<file path="config.mk">
export PLATFORM = sky130hd
export DESIGN_NAME = fp_mul_seq
export DESIGN_NICKNAME = d
export VERILOG_FILES = /design/src/rtl/fp_pkg.sv /design/src/rtl/fp_classify.sv /design/src/rtl/fp_mul_seq.sv
export SDC_FILE = /design/constraint.sdc
export NUM_CORES = 1
export LEC_CHECK = 0
export ABC_AREA = 0
export CAP_MARGIN = 40
export CORE_MARGIN = 3
export CORE_UTILIZATION = 55
export CTS_CLUSTER_DIAMETER = 200
export CTS_CLUSTER_SIZE = 12
export DETAILED_ROUTE_END_ITERATION = 8
export GPL_ROUTABILITY_DRIVEN = 0
export HOLD_SLACK_MARGIN = 0.1
export PLACE_DENSITY = 0.82
export SLEW_MARGIN = 0
export SYNTH_ARGS = -nofsm -noshare
export SYNTH_HDL_FRONTEND = slang
export SYNTH_SLANG_ARGS = --single-unit
</file>
<file path="constraint.sdc">
create_clock -name clk -period 6.1 [get_ports clk]
set_input_delay 0.915 -clock clk [delete_from_list [all_inputs] [get_ports clk]]
set_output_delay 0.915 -clock clk [all_outputs]
set_load 0.005 [all_outputs]
</file>
<file path="src/rtl/fp_pkg.sv">
// Shared types and format helpers for the floating-point multiplier family.
package fp_pkg;

   typedef enum logic [1:0] {IDLE, MULT, NORM, DONE} fp_state_t;

   typedef enum logic [1:0] {FP_ZERO, FP_NORM, FP_INF, FP_NAN} fp_class_t;

   function automatic int unsigned bias(input int unsigned e);
      return (32'd1 << (e - 1)) - 32'd1;
   endfunction

   function automatic int unsigned exp_max(input int unsigned e);
      return (32'd1 << e) - 32'd1;
   endfunction

   // Quiet NaN right-aligned in 64 bits; callers cast down to their operand width.
   function automatic logic [63:0] qnan(input int unsigned e, input int unsigned m);
      return (64'(exp_max(e)) << m) | (64'd1 << (m - 1));
   endfunction

endpackage

</file>
<file path="src/rtl/fp_classify.sv">
// Splits an operand into sign/exponent/mantissa and classifies it (denormals count as zero).
module fp_classify
   import fp_pkg::*;
#(
   parameter int unsigned E = 8,
   parameter int unsigned M = 8
) (
   input  logic [E+M:0] op_i,
   output fp_class_t    cls_o,
   output logic         sign_o,
   output logic [E-1:0] exp_o,
   output logic [M-1:0] mant_o
);

   assign sign_o = op_i[E+M];
   assign exp_o  = op_i[E+M-1:M];
   assign mant_o = op_i[M-1:0];

   always_comb begin
      cls_o = FP_NORM;
      if (exp_o == '0) begin
         cls_o = FP_ZERO;
      end else if (exp_o == '1) begin
         cls_o = (mant_o == '0) ? FP_INF : FP_NAN;
      end
   end

endmodule

</file>
<file path="src/rtl/fp_mul_seq.sv">
// Sequential floating-point multiplier: shift-add mantissa product over M+1 cycles,
// one normalise cycle, then a one-cycle done pulse with registered result and flags.
module fp_mul_seq
   import fp_pkg::*;
#(
   parameter int unsigned E = 8,
   parameter int unsigned M = 8
) (
   input  logic         clk,
   input  logic         reset,
   input  logic         start,
   input  logic [E+M:0] X,
   input  logic [E+M:0] Y,
   output logic         busy,
   output logic         done,
   output logic [E+M:0] result,
   output logic         zero,
   output logic         underflow,
   output logic         overflow,
   output logic         nan
);

   localparam int unsigned W  = 1 + E + M;
   localparam int unsigned PW = 2 * M + 2;
   localparam int unsigned CW = $clog2(M + 1);

   localparam logic [W-1:0]        QNAN = W'(qnan(E, M));
   localparam logic signed [E+1:0] BIAS = (E+2)'(bias(E));
   localparam logic signed [E+1:0] ONE  = (E+2)'(1);
   localparam logic [E:0]          EMAX = (E+1)'(exp_max(E));

   fp_class_t    cls_x, cls_y;
   logic         sx, sy;
   logic [E-1:0] ex, ey;
   logic [M-1:0] mx, my;

   fp_classify #(.E(E), .M(M)) u_class_x (
      .op_i   (X),
      .cls_o  (cls_x),
      .sign_o (sx),
      .exp_o  (ex),
      .mant_o (mx)
   );

   fp_classify #(.E(E), .M(M)) u_class_y (
      .op_i   (Y),
      .cls_o  (cls_y),
      .sign_o (sy),
      .exp_o  (ey),
      .mant_o (my)
   );

   fp_state_t     state_q, state_d;
   fp_class_t     cls_x_q, cls_x_d, cls_y_q, cls_y_d;
   logic          sign_q, sign_d;
   logic [E-1:0]  ex_q, ex_d, ey_q, ey_d;
   logic [M:0]    mcand_q, mcand_d, mplier_q, mplier_d;
   logic [PW-1:0] acc_q, acc_d;
   logic [CW-1:0] cnt_q, cnt_d;
   logic [W-1:0]  result_q, result_d;
   logic          zero_q, zero_d, uf_q, uf_d, of_q, of_d, nan_q, nan_d;

   logic signed [E+1:0] exp_raw, exp_n;
   logic [M-1:0]        mant_n;
   logic [W-1:0]        res_n;
   logic                zero_n, uf_n, of_n, nan_n;
   logic                x_zero, x_inf, x_nan, y_zero, y_inf, y_nan;

   always_ff @(posedge clk) begin
      if (reset) begin
         state_q  <= IDLE;
         cls_x_q  <= FP_ZERO;
         cls_y_q  <= FP_ZERO;
         sign_q   <= 1'b0;
         ex_q     <= '0;
         ey_q     <= '0;
         mcand_q  <= '0;
         mplier_q <= '0;
         acc_q    <= '0;
         cnt_q    <= '0;
         result_q <= '0;
         zero_q   <= 1'b0;
         uf_q     <= 1'b0;
         of_q     <= 1'b0;
         nan_q    <= 1'b0;
      end else begin
         state_q  <= state_d;
         cls_x_q  <= cls_x_d;
         cls_y_q  <= cls_y_d;
         sign_q   <= sign_d;
         ex_q     <= ex_d;
         ey_q     <= ey_d;
         mcand_q  <= mcand_d;
         mplier_q <= mplier_d;
         acc_q    <= acc_d;
         cnt_q    <= cnt_d;
         result_q <= result_d;
         zero_q   <= zero_d;
         uf_q     <= uf_d;
         of_q     <= of_d;
         nan_q    <= nan_d;
      end
   end

   // Normalise and special-case resolution, consumed only while in NORM.
   always_comb begin
      x_zero = (cls_x_q == FP_ZERO);
      x_inf  = (cls_x_q == FP_INF);
      x_nan  = (cls_x_q == FP_NAN);
      y_zero = (cls_y_q == FP_ZERO);
      y_inf  = (cls_y_q == FP_INF);
      y_nan  = (cls_y_q == FP_NAN);

      exp_raw = $signed({2'b00, ex_q}) + $signed({2'b00, ey_q}) - BIAS;
      if (acc_q[PW-1]) begin
         mant_n = acc_q[2*M:M+1];
         exp_n  = exp_raw + ONE;
      end else begin
         mant_n = acc_q[2*M-1:M];
         exp_n  = exp_raw;
      end

      res_n  = '0;
      zero_n = 1'b0;
      uf_n   = 1'b0;
      of_n   = 1'b0;
      nan_n  = 1'b0;
      if (x_nan || y_nan || (x_zero && y_inf) || (x_inf && y_zero)) begin
         res_n = QNAN;
         nan_n = 1'b1;
      end else if (x_inf || y_inf) begin
         res_n = {sign_q, {E{1'b1}}, {M{1'b0}}};
      end else if (x_zero || y_zero) begin
         res_n  = {sign_q, {(E+M){1'b0}}};
         zero_n = 1'b1;
      end else if (exp_n[E+1] || (exp_n == '0)) begin
         res_n = {sign_q, {(E+M){1'b0}}};
         uf_n  = 1'b1;
      end else if (exp_n[E:0] >= EMAX) begin
         res_n = {sign_q, {E{1'b1}}, {M{1'b0}}};
         of_n  = 1'b1;
      end else begin
         res_n = {sign_q, exp_n[E-1:0], mant_n};
      end
   end

   always_comb begin
      state_d  = state_q;
      cls_x_d  = cls_x_q;
      cls_y_d  = cls_y_q;
      sign_d   = sign_q;
      ex_d     = ex_q;
      ey_d     = ey_q;
      mcand_d  = mcand_q;
      mplier_d = mplier_q;
      acc_d    = acc_q;
      cnt_d    = cnt_q;
      result_d = result_q;
      zero_d   = zero_q;
      uf_d     = uf_q;
      of_d     = of_q;
      nan_d    = nan_q;

      case (state_q)
         IDLE: begin
            if (start) begin
               cls_x_d  = cls_x;
               cls_y_d  = cls_y;
               sign_d   = sx ^ sy;
               ex_d     = ex;
               ey_d     = ey;
               mcand_d  = {1'b1, mx};
               mplier_d = {1'b1, my};
               acc_d    = '0;
               cnt_d    = '0;
               state_d  = (cls_x != FP_NORM || cls_y != FP_NORM) ? NORM : MULT;
            end
         end
         MULT: begin
            if (mplier_q[cnt_q]) begin
               acc_d = acc_q + (PW'(mcand_q) << cnt_q);
            end
            cnt_d = cnt_q + 1'b1;
            if (cnt_q == CW'(M)) begin
               state_d = NORM;
            end
         end
         NORM: begin
            result_d = res_n;
            zero_d   = zero_n;
            uf_d     = uf_n;
            of_d     = of_n;
            nan_d    = nan_n;
            state_d  = DONE;
         end
         DONE: begin
            state_d = IDLE;
         end
         default: begin
            state_d = IDLE;
         end
      endcase
   end

   assign busy      = (state_q != IDLE);
   assign done      = (state_q == DONE);
   assign result    = result_q;
   assign zero      = zero_q;
   assign underflow = uf_q;
   assign overflow  = of_q;
   assign nan       = nan_q;

endmodule

</file>
After elaboration in Yosys (flattened, before gate mapping):

Index checks and enable logic that the tools add are counted.

* muxes and demuxes: 37
* reduce and logical (&&, ||, !) cells: 23
* $lt $le $gt $ge: 2
* $add $sub $neg: 5
* shift-type cells: 1
* bitwise operators: 1
* equality and inequality tests: 15

Operators by type and width (number)
* 16-bit 2-to-1 mux: 4
* 18-bit 2-to-1 mux: 2
* 18-bit one-hot mux with 2 select lines: 1
* 8-bit zero test: 4
* 18-bit adder: 1
* 9-bit by 4-bit left shift with 18-bit output: 1
* 17-bit 2-to-1 mux: 1
* 8-bit == test, second input constant: 2
* 1-bit 2-to-1 mux: 16
* 2-bit 2-to-1 mux: 7
* 2-bit == test, second input constant: 6
* 10-bit by 2-bit adder with 10-bit output, second input constant: 1
* 10-bit zero test: 1
* 10-bit 2-to-1 mux: 1
* 9-bit by 7-bit subtractor with 10-bit output, second input constant: 1
* 8-bit by 8-bit adder with 9-bit output: 1
* 9-bit by 8-bit >= comparator with 1-bit output, second input constant: 1
* 8-bit 2-to-1 mux: 1
* 2-bit one-hot mux with 4 select lines: 1
* 4-bit one-hot mux with 2 select lines: 1
* 1-bit logical OR: 7
* 2-bit zero test: 3
* 2-bit != test, second input constant: 3
* 2-bit AND reduction: 3
* other kinds (11): 14

* bits of input ports: 37
* register bits after elaboration: 84

Longest topological paths before layout:

* word-level depth: 10
* mapped depth: 17
* gate-level depth less buffers: 15

By module:

Synthesis repeated with hierarchy kept, for this count alone.

* cell total of the unflattened synthesis: 723
* area total of the unflattened synthesis: 5833.1 µm²

By module, submodules not included
* fp_mul_seq: seq. area each 1661.6 µm², cells each 671, area each 5470.2 µm², times used 1
* fp_classify: seq. area each 0.0 µm², cells each 26, area each 181.4 µm², times used 2

Worst setup path after synthesis:

No wires, ideal clock.

* path kind: reg2reg
* start point: register cnt_q[1]
* end point: register acc_q[17]
* arrival: 3.193 ns
* cell stages (with the launch flop): 15
* buffers on the path: 2
* required time: 6.026 ns
* slack: 2.833 ns
* clock period less this slack: 3.267 ns
* cell sequence: dfxtp_1 > buf_2 > buf_2 > mux2_2 > o21ai_0 > mux2i_1 > and2_1 > ha_1 > nand2_1 > o21ai_0 > a22oi_1 > a31oi_1 > o41ai_1 > or3_1 > a31oi_1

* cells in the longest elaborated chain, start to end: 4
* elaborated cells on any way between the ends: 8
* those cells by class: add/sub: 1; eq/ne: 1; shift: 1; mux: 4; reduce/logical: 1

RTL lines
* start, declared: RTL line fp_mul_seq.sv:59 `logic [CW-1:0] cnt_q, cnt_d;`
* start signal, assigned: RTL line fp_mul_seq.sv:96 `cnt_q <= cnt_d;`
* 9-bit by 4-bit left shift with 18-bit output / 1-bit binary-select mux with 4-bit select (equally long branches): RTL line fp_mul_seq.sv:181, fp_mul_seq.sv:180
* 18-bit adder / 1-bit 2-to-1 mux (equally long branches): RTL line fp_mul_seq.sv:181, fp_mul_seq.sv:180
* 18-bit 2-to-1 mux / 2-bit != test (equally long branches)
* 18-bit one-hot mux with 2 select lines / 3-bit AND reduction (equally long branches)
* end signal, assigned: RTL line fp_mul_seq.sv:79 `acc_q <= '0;`
* end signal, assigned: RTL line fp_mul_seq.sv:95 `acc_q <= acc_d;`
* end, declared: RTL line fp_mul_seq.sv:58 `logic [PW-1:0] acc_q, acc_d;`

Several ways; a longest one is shown, not always the timed one. The select of a mux whose other input is x is not followed.
A chain may end at the register's enable or synchronous reset.

Worst setup path after layout:

Ends and elaborated chain as after synthesis.

==> impl_results.md <==
* Outcome: finished, final reports clean
* Synth Flop Type: dfxtp_1
* Vias/cell at 5.84
* Port Buf Inserts at 59
* # IOs at 60
* Min-delay worst type: reg2reg
* Die Wd at 104 µm
* Synth Area per Inst at 7.91 µm²
* RSZ-0062 raised after global routing: no
* Worst endpoint required time at 6.39 ns
* Vert. Die Dim at 104 µm
* Total CTS buffers at 9
* Leak at 2.32 nW
* Worst slew pin tran at 0.776 ns
* Ys async rst share at 0
* Fin crit period at 3.80 ns
* Top cell type's share of synthesized area at 0.312
* Register area share after synthesis at 0.312
* Setup TNS at 0 ns
* Tot GR Track Use at 0.225
* Startpoint Class: flop
* Final Hold Violating Endpoints at 0
* FF+latch count, synth at 83
* Clock transition at path regs at 0.09 ns
* Relative slew slack at 0.483
* CTS tree: done
* Vias in the first global route at 4590
* Final wirelength at 12400 µm
* Slew Viols, Final at 0
* Layout overhead on the synthesized area at 15.4%
* Fmax at 263 MHz
* Number of setup buffers added after CTS at 0
* Peak VDD IR at 0.000171 V
* Full die area at 0.0109 mm²
* Distinct cells, synth at 65
* Nets at 792
* Crit path cell chain: mux2_2 -> o21ai_0 -> mux2i_1 -> and2_1 -> ha_1 -> nand2_1 -> o21ai_0 -> a22oi_1 -> a31oi_1 -> o41ai_1 -> or3_1 -> a31oi_1
* Synth Net Count at 752
* Dominant cell type by area after synthesis: dfxtp_1
* Critical-path top delay cell: dfxtp_1
* Clock skew at 0.00820 ns
* Vias at 4951
* Clk root buf: clkbuf_8
* Largest stage delay, worst path at 0.75 ns
* Routed Antenna Nets at 0
* # DRC at 0
* DRT Pass-1 Iters at 5
* Largest net degree at the start of global routing at 72
* Power per cell area at 325 mW/mm²
* Core Rows at 35
* R2R depth at 12
* WHS Path Cells at 2
* Final hold slack at 0.448 ns
* Cts hold-fix bufs at 0
* H-tree depth at 3
* Tot Pwr at 2.00 mW
* Top cells by area, synth: dfxtp_1 31%, ha_1 9.2%, nand2_1 7.9%
* Synth Warn # at 0
* First-pass GRT wire length at 20800 µm
* Register Area at 0.00166 mm²
* Fin util at 0.660
* Post-synth top cells: 112 x nand2_1, 83 x dfxtp_1, 62 x a21oi_1
* Antenna violations before repair at 0
* Initial Util at 0.572
* DRT iter0 DRCs at 241
* Critical Path AT at 4.08 ns
* Post-synth EDFFs at 0
* Multi-input gate area at 0.00345 mm²
* CTS sink cnt at 83
* Number of buffers on the longest clock path at 2
* Synth Cell Area at 0.00533 mm²
* Period utilisation layout at 0.622
* Share of cells above drive strength 1 at 0.0584
* Worst slack at placement at 2.37 ns
* Max-cap violation count at 0
* Final setup fails at 0
* Final worst setup slack at 2.30 ns
* Worst-Skew Late Latency at 0.36 ns
* Worst Setup End Kind: flop
* Wire per inst at 14.7 µm
* Worst-path fanout max at 16
* Ant diodes at 0
* Post-CTS resize count at 0
* Grt ovf at 0
* Core ar. at 0.00933 mm²
* Crit Path Class: reg2reg
* Synth Instances at 674
* DP HPWL at 9470 µm
* Fillers at 793
* Count leader, synth: nand2_1
[logic make-up after synthesis]
logic type               Yosys count  share of synthesized area
AO/OA/AOI/OAI                    181                      0.224
XOR/XNOR                          25                     0.0411
adder cells (fa/ha/maj)           41                     0.0990
buffers and inverters             57                     0.0422
flip-flops                        83                      0.312
multiplexers                      24                     0.0507
AND/OR/NAND/NOR                  263                      0.231
[area by class of cell]
type                       count  area share
tap                          129      0.0262
timing repair buffer          63       0.101
multi-input combinational    534       0.560
clock buffer                   9      0.0201
clock inverter                 7     0.00854
sequential                    83       0.270
inverter                      23      0.0140
[sequential cells by signal, indices dropped and copies added, names as in the netlist]
signal / flops
acc_q: 18
result: 17
mcand_q: 9
ex_q: 8
ey_q: 8
mplier_q: 8
cnt_q: 4
cls_x_q: 2
cls_y_q: 2
state_q: 2
nan: 1
overflow: 1
sign_q: 1
underflow: 1
zero: 1
[placed cells by master (no fill, tap or decap), types with 8 or more instances in the layout]
cell,netlist,layout
clkbuf_8,0,9
a22oi_1,20,20
o21ai_0,22,22
nor3_1,13,13
ha_1,39,39
and3_1,8,8
a21oi_1,62,62
a211oi_1,15,15
nand3_1,15,15
nor4_1,9,9
mux2i_1,18,18
clkdlybuf4s50_1,0,58
nor2_1,61,61
xnor2_1,18,18
dfxtp_1,83,83
and2_1,8,8
inv_1,23,23
nand2_1,112,112
o21ai_1,10,10
[worst max-delay path, delay by kind of cell (launching register included)]
kind,cells,cell delay [ns]
compound gates,6,1.41
mux,2,0.58
simple gates,3,0.63
flops,1,0.75
fa+ha+maj,1,0.35
[path summary, 6_finish.rpt]
path | slack [ns] | end | from
worst min register to register | 0.45 | result[3] | result[3]
worst min-delay path | 0.45 | result[3] | result[3]
worst max-delay path | 2.30 | acc_q[17] | cnt_q[1]
worst max register to register | 2.30 | acc_q[17] | cnt_q[1]
[metrics by stage]
step / instance area, µm² / instances
global route: 6150 / 848
global placement: 5960 / 831
CTS: 6150 / 848
finish: 6150 / 848
detailed placement: 5980 / 832
floorplan: 5330 / 674
[routing by layer]
| layer | wire length, µm | global-route usage | up-vias |
|---|---|---|---|
| met3 | 644 | 0.0323 | 24 |
| met2 | 5780 | 0.376 | 151 |
| met4 | 235 | 0.0769 | 0 |
| met5 | 0 | 0 | - |
| li1 | - | - | 2499 |
| met1 | 5770 | 0.298 | 2277 |
[power breakdown]
part | switching [mW] | total, mW | internal, mW
clock network | 0.212 | 0.361 | 0.149
registers | 0.0740 | 0.704 | 0.630
logic | 0.551 | 0.933 | 0.382
total | 0.837 | 2.00 | 1.16
(Power assumes the default switching activity.)
